==> src/rtl/ad_bus_pkg.sv <==
// Shared types and constants for the multiplexed AD bus sequencer.
package ad_bus_pkg;
    localparam int BUS_W     = 8;
    localparam int T_SU_DEF  = 4;
    localparam int T_PW_DEF  = 14;
    localparam int T_HLD_DEF = 2;
    localparam int T_GAP_DEF = 4;

    typedef enum logic [2:0] {
        S_IDLE, S_A_SU, S_A_PW, S_A_HLD, S_D_SU, S_D_PW, S_D_HLD, S_GAP
    } state_t;

    // All bus-facing outputs, registered together as one word.
    typedef struct packed {
        logic             cs_n;
        logic             rd_n;
        logic             wr_n;
        logic             ad_sel;
        logic             ad_oe;
        logic [BUS_W-1:0] ad_out;
    } bus_t;

    // Bus at rest: chip deselected, strobes high, driver off.
    localparam bus_t BUS_RST = '{cs_n: 1'b1, rd_n: 1'b1, wr_n: 1'b1,
                                 ad_sel: 1'b0, ad_oe: 1'b0, ad_out: '0};
endpackage

==> src/rtl/ad_bus_if.sv <==
// Host request/ack signals plus the multiplexed AD bus pins.
interface ad_bus_if;
    import ad_bus_pkg::*;

    logic             wr_req_i;
    logic             rd_req_i;
    logic [BUS_W-1:0] addr_i;
    logic [BUS_W-1:0] wdata_i;
    logic             ack_o;
    logic             ack_wr_o;
    logic             done_o;
    logic [BUS_W-1:0] rdata_o;
    logic             busy_o;
    logic             cs_n_o;
    logic             rd_n_o;
    logic             wr_n_o;
    logic             ad_sel_o;
    logic [BUS_W-1:0] ad_out_o;
    logic             ad_oe_o;
    logic [BUS_W-1:0] ad_in_i;

    // Sequencer side: it masters the AD bus.
    modport master (
        input  wr_req_i, rd_req_i, addr_i, wdata_i, ad_in_i,
        output ack_o, ack_wr_o, done_o, rdata_o, busy_o,
               cs_n_o, rd_n_o, wr_n_o, ad_sel_o, ad_out_o, ad_oe_o
    );

    // Environment side: host plus the attached peripheral.
    modport slave (
        output wr_req_i, rd_req_i, addr_i, wdata_i, ad_in_i,
        input  ack_o, ack_wr_o, done_o, rdata_o, busy_o,
               cs_n_o, rd_n_o, wr_n_o, ad_sel_o, ad_out_o, ad_oe_o
    );
endinterface

==> src/rtl/ad_bus_sequencer_timer.sv <==
// 4-bit loadable down-counter that times each bus phase.
module phase_timer (
    input  logic       clk_i,
    input  logic       rst_ni,
    input  logic       load,
    input  logic [3:0] load_val,
    output logic       zero
);
    logic [3:0] cnt;

    // Load on phase entry, then count down and park at zero.
    always_ff @(posedge clk_i or negedge rst_ni) begin
        if (!rst_ni)             cnt <= 4'd0;
        else if (load)           cnt <= load_val;
        else if (cnt != 4'd0)    cnt <= cnt - 4'd1;
    end

    assign zero = (cnt == 4'd0);
endmodule

==> src/rtl/ad_bus_sequencer.sv <==
// Sequences one address phase and one data phase on a multiplexed AD bus
// per accepted request, with round-robin arbitration between write and read.
module ad_bus_sequencer
    import ad_bus_pkg::*;
#(
    parameter int T_SU  = T_SU_DEF,
    parameter int T_PW  = T_PW_DEF,
    parameter int T_HLD = T_HLD_DEF,
    parameter int T_GAP = T_GAP_DEF
) (
    input  logic     clk_i,
    input  logic     rst_ni,
    ad_bus_if.master bus
);
    state_t           state, state_nxt;
    logic             is_wr, is_wr_nxt;   // current direction, doubles as last-served
    logic [BUS_W-1:0] addr_q, addr_nxt;
    logic [BUS_W-1:0] data_q, data_nxt;
    logic             accept, grant_wr;
    logic             tmr_load, tmr_zero;
    logic [3:0]       tmr_val;
    bus_t             bus_nxt, bus_q;
    logic             ack_q, done_q, busy_q;
    logic [BUS_W-1:0] rdata_q;

    phase_timer u_timer (
        .clk_i    (clk_i),
        .rst_ni   (rst_ni),
        .load     (tmr_load),
        .load_val (tmr_val),
        .zero     (tmr_zero)
    );

    // State and latched transaction context.
    always_ff @(posedge clk_i or negedge rst_ni) begin
        if (!rst_ni) begin
            state  <= S_IDLE;
            is_wr  <= 1'b0;
            addr_q <= '0;
            data_q <= '0;
        end else begin
            state  <= state_nxt;
            is_wr  <= is_wr_nxt;
            addr_q <= addr_nxt;
            data_q <= data_nxt;
        end
    end

    // Next state, arbitration and phase-timer reload.
    always_comb begin
        state_nxt = state;
        is_wr_nxt = is_wr;
        addr_nxt  = addr_q;
        data_nxt  = data_q;
        accept    = 1'b0;
        // Write wins unless both are pending and write was served last.
        grant_wr  = bus.wr_req_i && (!bus.rd_req_i || !is_wr);
        case (state)
            S_IDLE: if (bus.wr_req_i || bus.rd_req_i) begin
                accept    = 1'b1;
                state_nxt = S_A_SU;
                is_wr_nxt = grant_wr;
                addr_nxt  = bus.addr_i;
                data_nxt  = bus.wdata_i;
            end
            S_A_SU:  if (tmr_zero) state_nxt = S_A_PW;
            S_A_PW:  if (tmr_zero) state_nxt = S_A_HLD;
            S_A_HLD: if (tmr_zero) state_nxt = S_D_SU;
            S_D_SU:  if (tmr_zero) state_nxt = S_D_PW;
            S_D_PW:  if (tmr_zero) state_nxt = S_D_HLD;
            S_D_HLD: if (tmr_zero) state_nxt = S_GAP;
            S_GAP:   if (tmr_zero) state_nxt = S_IDLE;
            default: state_nxt = S_IDLE;
        endcase

        tmr_load = (state_nxt != state);
        case (state_nxt)
            S_A_SU, S_D_SU:   tmr_val = 4'(T_SU - 1);
            S_A_PW, S_D_PW:   tmr_val = 4'(T_PW - 1);
            S_A_HLD, S_D_HLD: tmr_val = 4'(T_HLD - 1);
            S_GAP:            tmr_val = 4'(T_GAP - 1);
            default:          tmr_val = 4'd0;
        endcase
    end

    // Bus outputs decoded from the upcoming state so the registers line up with it.
    always_comb begin
        bus_nxt = BUS_RST;
        case (state_nxt)
            S_A_SU, S_A_PW, S_A_HLD: begin
                bus_nxt.cs_n   = 1'b0;
                bus_nxt.ad_oe  = 1'b1;
                bus_nxt.ad_out = addr_nxt;
                bus_nxt.wr_n   = (state_nxt != S_A_PW);
            end
            S_D_SU, S_D_PW, S_D_HLD: begin
                bus_nxt.cs_n   = 1'b0;
                bus_nxt.ad_sel = 1'b1;
                bus_nxt.ad_oe  = is_wr_nxt;
                bus_nxt.ad_out = is_wr_nxt ? data_nxt : '0;
                bus_nxt.wr_n   = !(is_wr_nxt && state_nxt == S_D_PW);
                bus_nxt.rd_n   = !(!is_wr_nxt && state_nxt == S_D_PW);
            end
            default: ;
        endcase
    end

    // Output registers; read data is captured at the close of the read strobe.
    always_ff @(posedge clk_i or negedge rst_ni) begin
        if (!rst_ni) begin
            bus_q   <= BUS_RST;
            ack_q   <= 1'b0;
            done_q  <= 1'b0;
            busy_q  <= 1'b0;
            rdata_q <= '0;
        end else begin
            bus_q  <= bus_nxt;
            ack_q  <= accept;
            done_q <= (state_nxt == S_GAP) && (state != S_GAP);
            busy_q <= (state_nxt != S_IDLE);
            if (state == S_D_PW && tmr_zero && !is_wr)
                rdata_q <= bus.ad_in_i;
        end
    end

    assign bus.cs_n_o   = bus_q.cs_n;
    assign bus.rd_n_o   = bus_q.rd_n;
    assign bus.wr_n_o   = bus_q.wr_n;
    assign bus.ad_sel_o = bus_q.ad_sel;
    assign bus.ad_oe_o  = bus_q.ad_oe;
    assign bus.ad_out_o = bus_q.ad_out;
    assign bus.ack_o    = ack_q;
    assign bus.ack_wr_o = is_wr;
    assign bus.done_o   = done_q;
    assign bus.busy_o   = busy_q;
    assign bus.rdata_o  = rdata_q;
endmodule

==> src/flat_wrapper.sv <==
// flat-port wrapper written by rule: the top's interface ports become plain ports
module ad_bus_sequencer_flat import ad_bus_pkg::*;
#(
    parameter int T_SU  = T_SU_DEF,
    parameter int T_PW  = T_PW_DEF,
    parameter int T_HLD = T_HLD_DEF,
    parameter int T_GAP = T_GAP_DEF
)
  (clk_i, rst_ni, bus_wr_req_i, bus_rd_req_i, bus_addr_i, bus_wdata_i, bus_ad_in_i, bus_ack_o, bus_ack_wr_o, bus_done_o, bus_rdata_o, bus_busy_o, bus_cs_n_o, bus_rd_n_o, bus_wr_n_o, bus_ad_sel_o, bus_ad_out_o, bus_ad_oe_o);
  ad_bus_if bus_i ();
  input  logic clk_i;
  input  logic rst_ni;
  input wire logic [$bits(bus_i.wr_req_i)-1:0] bus_wr_req_i;
  input wire logic [$bits(bus_i.rd_req_i)-1:0] bus_rd_req_i;
  input wire logic [$bits(bus_i.addr_i)-1:0] bus_addr_i;
  input wire logic [$bits(bus_i.wdata_i)-1:0] bus_wdata_i;
  input wire logic [$bits(bus_i.ad_in_i)-1:0] bus_ad_in_i;
  output wire logic [$bits(bus_i.ack_o)-1:0] bus_ack_o;
  output wire logic [$bits(bus_i.ack_wr_o)-1:0] bus_ack_wr_o;
  output wire logic [$bits(bus_i.done_o)-1:0] bus_done_o;
  output wire logic [$bits(bus_i.rdata_o)-1:0] bus_rdata_o;
  output wire logic [$bits(bus_i.busy_o)-1:0] bus_busy_o;
  output wire logic [$bits(bus_i.cs_n_o)-1:0] bus_cs_n_o;
  output wire logic [$bits(bus_i.rd_n_o)-1:0] bus_rd_n_o;
  output wire logic [$bits(bus_i.wr_n_o)-1:0] bus_wr_n_o;
  output wire logic [$bits(bus_i.ad_sel_o)-1:0] bus_ad_sel_o;
  output wire logic [$bits(bus_i.ad_out_o)-1:0] bus_ad_out_o;
  output wire logic [$bits(bus_i.ad_oe_o)-1:0] bus_ad_oe_o;
  assign bus_i.wr_req_i = bus_wr_req_i;
  assign bus_i.rd_req_i = bus_rd_req_i;
  assign bus_i.addr_i = bus_addr_i;
  assign bus_i.wdata_i = bus_wdata_i;
  assign bus_i.ad_in_i = bus_ad_in_i;
  assign bus_ack_o = bus_i.ack_o;
  assign bus_ack_wr_o = bus_i.ack_wr_o;
  assign bus_done_o = bus_i.done_o;
  assign bus_rdata_o = bus_i.rdata_o;
  assign bus_busy_o = bus_i.busy_o;
  assign bus_cs_n_o = bus_i.cs_n_o;
  assign bus_rd_n_o = bus_i.rd_n_o;
  assign bus_wr_n_o = bus_i.wr_n_o;
  assign bus_ad_sel_o = bus_i.ad_sel_o;
  assign bus_ad_out_o = bus_i.ad_out_o;
  assign bus_ad_oe_o = bus_i.ad_oe_o;
  ad_bus_sequencer #(.T_SU(T_SU), .T_PW(T_PW), .T_HLD(T_HLD), .T_GAP(T_GAP)) u_core (.clk_i(clk_i), .rst_ni(rst_ni), .bus(bus_i));
endmodule
==> config.mk <==
export PLATFORM = sky130hd
export DESIGN_NAME = ad_bus_sequencer_flat
export DESIGN_NICKNAME = d
export VERILOG_FILES = /design/src/rtl/ad_bus_pkg.sv /design/src/rtl/ad_bus_if.sv /design/src/rtl/ad_bus_sequencer_timer.sv /design/src/rtl/ad_bus_sequencer.sv /design/src/flat_wrapper.sv
export SDC_FILE = /design/constraint.sdc
export NUM_CORES = 1
export LEC_CHECK = 0
export BUFFER_PORTS_ARGS = -buffer_cell sky130_fd_sc_hd__buf_2
export CELL_PAD_IN_SITES_DETAIL_PLACEMENT = 1
export CELL_PAD_IN_SITES_GLOBAL_PLACEMENT = 1
export CORE_MARGIN = 2
export CORE_UTILIZATION = 24
export DETAILED_ROUTE_END_ITERATION = 8
export MAX_ROUTING_LAYER = met4
export PLACE_DENSITY = 0.5
export SYNTH_ARGS = -nofsm -noshare
export SYNTH_HDL_FRONTEND = slang
export SYNTH_SLANG_ARGS = --single-unit
==> constraint.sdc <==
create_clock -name clk_i -period 1.86 [get_ports clk_i]
set_clock_uncertainty 0.15 [all_clocks]
set_input_delay 0.372 -clock clk_i [delete_from_list [all_inputs] [get_ports clk_i]]
set_output_delay 0.372 -clock clk_i [all_outputs]
set_load 0.005 [all_outputs]
## Yosys cells after proc, flatten, opt, wreduce, memory -nomap -nowiden

Index checks and enable logic that the tools add are counted.

- Register bits after elaboration: 48
- Bits in latches: 0
- RAM bits: 0
- ROM bits: 0
- Output and inout port bits: 25
- Memories: 0

- Add/subtract/negate cells: 1
- Multipliers: 0
- Div/mod/pow operators: 0
- $lt $le $gt $ge: 0
- Equal/unequal tests: 17
- Shifts and indexed selects: 0
- Muxes and demuxes: 26
- Bitwise gates (word level): 0
- Reduce and logical (&&, ||, !) cells: 24

Operators by type and width:

| operator | number |
|---|---|
| two-way mux 8 bit | 5 |
| == test 3 bit (second input constant) | 8 |
| two-way mux 3 bit | 8 |
| one-hot mux 3 bit (8 select lines) | 1 |
| one-hot mux 9 bit (2 select lines) | 1 |
| == test 3 x 2 -> 1 bit (second input constant) | 4 |
| one-hot mux 4 bit (3 select lines) | 1 |
| OR reduction 3 bit | 3 |
| two-way mux 4 bit | 2 |
| two-way mux 1 bit | 7 |
| == test 3 x 1 -> 1 bit (second input constant) | 2 |
| logical AND 1 bit | 6 |
| OR reduction 6 bit | 1 |
| logical NOT 1 bit | 5 |
| logical NOT 4 bit | 1 |
| nonzero test 4 bit | 1 |
| OR reduction 2 bit | 2 |
| subtractor 4 x 1 -> 4 bit (second input constant) | 1 |
| logical NOT 3 bit | 1 |
| != test 3 x 2 -> 1 bit (second input constant) | 1 |
| != test 3 bit | 1 |
| != test 3 bit (second input constant) | 1 |
| nonzero test 3 bit | 1 |
| logical OR 1 bit | 2 |
| other kinds (2) | 2 |

## Longest topological paths before layout

- Depth after elaboration: 9
- Mapped depth: 7
- Mapped depth without buffers: 6

## Cells and area by module

A second synthesis with hierarchy kept.

- Cell total of the unflattened synthesis: 157
- Area, all modules: 2083.2 um2

Modules (own cells, without submodules):

| module | instances | cells an instance | area each (um2) | seq. area each (um2) |
|---|---|---|---|---|
| ad_bus_sequencer | 1 | 134 | 1850.5 | 1104.8 |
| phase_timer | 1 | 23 | 232.7 | 100.1 |

## Least setup slack after synthesis

OpenSTA, ideal clock, no wires.

- Path kind: register to register
- Start: register u_core.state[0]
- End: register u_core.bus_q (netlist bit u_core.bus.ad_out_o[3])
- Data arrival time: 1.753 ns
- Data required time: 1.589 ns
- Setup slack: -0.164 ns
- Cell stages (with the launch flop): 7
- Cells stage by stage: dfrtp_1 buf_6 or3_4 nor2_8 buf_12 mux2_2 a32o_2

RTL lines:

| element | RTL line | RTL |
|---|---|---|
| from (decl) | ad_bus_sequencer.sv:15 | `state_t state, state_nxt;` |
| from (signal assigned) | ad_bus_sequencer.sv:42 | `state <= state_nxt;` |
| to (signal assigned) | ad_bus_sequencer.sv:117 | `bus_q <= bus_nxt;` |
| to (decl) | ad_bus_sequencer.sv:22 | `bus_t bus_nxt, bus_q;` |

==> reports/summary.txt <==
Post-Syn Nets = 179
Root Driver = clkbuf_8
Clk sinks = 48
Initial drt markers = 55
Top-count cell post-synth = dfrtp_1
Sw Share = 34.7%
Period minus WS final = 1.95 ns
Yosys cell types = 45
Ordered cell list for the critical path = or3_4 > nor2_8 > buf_12 > mux2_4 > a32o_2
Least-Margin Pin Slew = 0.393 ns
Number of remaining DRC errors = 0
Synth-to-layout area growth = 40.9%
Full die area = 0.00952 mm^2
Largest net degree at the start of global routing = 35
Max stage delay on crit path = 0.43 ns
Max-Cap Viols = 0
Slew Limit Fails = 0
RSZ-0062 raised after global routing = yes
TritonCTS Buffers = 5
Outcome = finished, violations left
Grt total ovfl = 0
Post-synthesis cell area = 0.00210 mm^2
Pre-Repair DR Iteration Count = 4
CP max stage cell = or3_4
Setup Viol. Count Final = 10
Via/cell ratio = 4.49
Async S/R FF share, synth = 100%
Sequential area share after synthesis = 57.4%
GRT Resource Usage Total = 12.3%
Nets = 265
Synth warn = 0
Crit path kind = flop to flop
CP Data Required Time = 1.91 ns
Yosys top cell area share = 53.6%
Violated checks = negative setup slack
CTS H-tree lvls = 2
CTS tree = done
Gate Count Post-Synth = 150
Max Fclk = 513 MHz
Final instance area = 0.00296 mm^2
DP Wirelength = 3780 um
Pwr Density = 1810 mW/mm^2
Crit path max-delay family = simple AND/OR/NAND/NOR gates
Port Buffers = 52
CP Capture Type = flop
CP Max Fanout = 11
Clk_lat worst skew = 0.31 ns
Fill count = 950
First-pass GRT wire length = 8970 um
Vias in the first global route = 1636
Share of cells above drive strength 1 = 62.0%
Die width = 97.6 um
Ranking of synthesized cells by area = dfrtp_1, mux2_2, mux2_4
Synth Register Bits = 48
Placement Cell Area = 0.00268 mm^2
Worst-case clock buffer depth = 2
I/O Pins = 53
Syn_area_per_cell = 14.0 um^2
CP Launch Type = flop
CP Buf/Inv Count = 1
Drt total wl = 5590 um
Final Cycle Share = 105%
Leakage = 1.38 nW
Top cells by instance count after synthesis = dfrtp_1, mux2_2, mux2_4
Switching pwr = 1.86 mW
Clock share of power = 12.6%
Antenna cells = 0
Final Power = 5.35 mW
Slack of the critical path = -0.0905 ns
Worst min-delay path class = input pin to flop
Std cell rows = 34
Fin. Hold Viols = 0
Int Power = 3.49 mW
Synth Flop Type = dfrtp_1
Starting Density = 24.4%
Cell taking the most area after synthesis = dfrtp_1
Clk slew on worst S/H paths = 0.09 ns
Slew margin rel. = 73.8%
Antenna Nets Post-Route = 0
Seq pwr share = 33.3%
Global placer's final weighted congestion = 0.785
Post-synth EDFFs = 0
Worst Path Arrival = 2.00 ns
WL/cell = 16.2 um
Core ar. = 0.00859 mm^2
Logic pwr share = 54.1%
Worst vdd ir = 0.614 mV
Initial antenna violation count = 0
Total number of vias = 1549
Die height = 97.6 um
[routing by layer]
metal  up-vias  global-route usage, %  wire length [um]
li1        719                      -                 -
met1       792                   16.8              2710
met2        32                   18.4              2630
met3         6                   2.66               199
met4         0                   3.85                48
met5         -                      -                 0
[path summary, 6_finish.rpt]
path,from,end,slack (ns),cells after the start
setup / recovery,u_core.state[0],u_core.bus.ad_out_o[3],-0.09,5
hold / removal,bus_ad_in_i[3],u_core.bus.rdata_o[3],0.14,2
setup reg to reg,u_core.state[0],u_core.bus.ad_out_o[3],-0.09,5
hold reg to reg,u_core.bus.rdata_o[3],u_core.bus.rdata_o[3],0.35,1
max in group asynchronous,rst_ni,u_core.state[0],0.69,3
min in group asynchronous,rst_ni,u_core.bus.ad_oe_o,0.37,2
[placed cells by master, fill, tap and decap left out, drive strengths merged, types with 2 or more instances in the layout]
cell and instances:
clkbuf 6, nand2 3, nand4 2, xnor2 5, dfrtp 45, inv 4, or3 4, a32o 8
nor4 2, or2 3, clkinvlp 2, mux2 24, o31ai 3, nor3 3, a21oi 4, dfstp 3
o21ai 4, nor2 5, buf 88
[flip-flops by register name, indices dropped and copies added (netlist names), 3 cells and up]
name and cells:
u_core.addr_q 8, u_core.bus.rdata_o 8, u_core.state 3, u_core.u_timer.cnt 4, u_core.bus.ad_out_o 8, u_core.data_q 8
[cells by family (layout without fill, tap and decap cells)]
logic type,count (synthesis),after routing,synth area share (%)
and+or+nand+nor,31,31,10.4
xor gates and xnor gates,5,5,2.08
muxes,25,25,14.9
AOI/OAI and AO/OA,26,26,10.4
buffers and inverters,14,101,4.29
adders and majority gates,1,1,0.595
DFF,48,48,57.4
[repair_timing]
action                                  4_1_cts  5_1_grt
hold buffers                                  1        0
pin swaps                                     4        9
setup buffers                                 5        4
hold endpoints to repair                     11        0
resized for setup                            14       11
gates cloned                                  1        0
endpoints found under the setup margin       24       21
[power groups by stage]
stage / Sequential [mW] / Clock [mW] / Combinational [mW]
after floorplan: 1.76 / 0 / 1.53
after detailed placement: 1.78 / 0 / 2.52
after CTS: 1.77 / 0.705 / 2.74
after global placement: 1.77 / 0 / 2.48
final: 1.78 / 0.676 / 2.89
after global routing: 1.84 / 0.745 / 3.14
[layout make-up]
cell class | count | area (um^2) | area share, %
multi-input combinational | 88 | 905 | 30.6
timing repair buffer | 89 | 602 | 20.3
sequential | 48 | 1200 | 40.7
inverter | 4 | 15.0 | 0.507
tap | 108 | 135 | 4.57
clock buffer | 6 | 82.6 | 2.79
clock inverter | 2 | 15.0 | 0.507
[per-stage QoR]
stage	setup slack (ns)	utilization, %	instances	hold WS (ns)	TNS, ns
final	-0.0905	34.4	345	0.142	-0.532
after global routing	-0.128	34.4	345	0.136	-1.19
after CTS	-0.104	33.5	341	0.128	-0.696
after detailed placement	-0.113	31.2	326	0.173	-1.50
after global placement	-0.0936	31.2	326	0.175	-1.19
after floorplan	-0.132	-	150	-0.0736	-0.998
(Power assumes the default switching activity.)
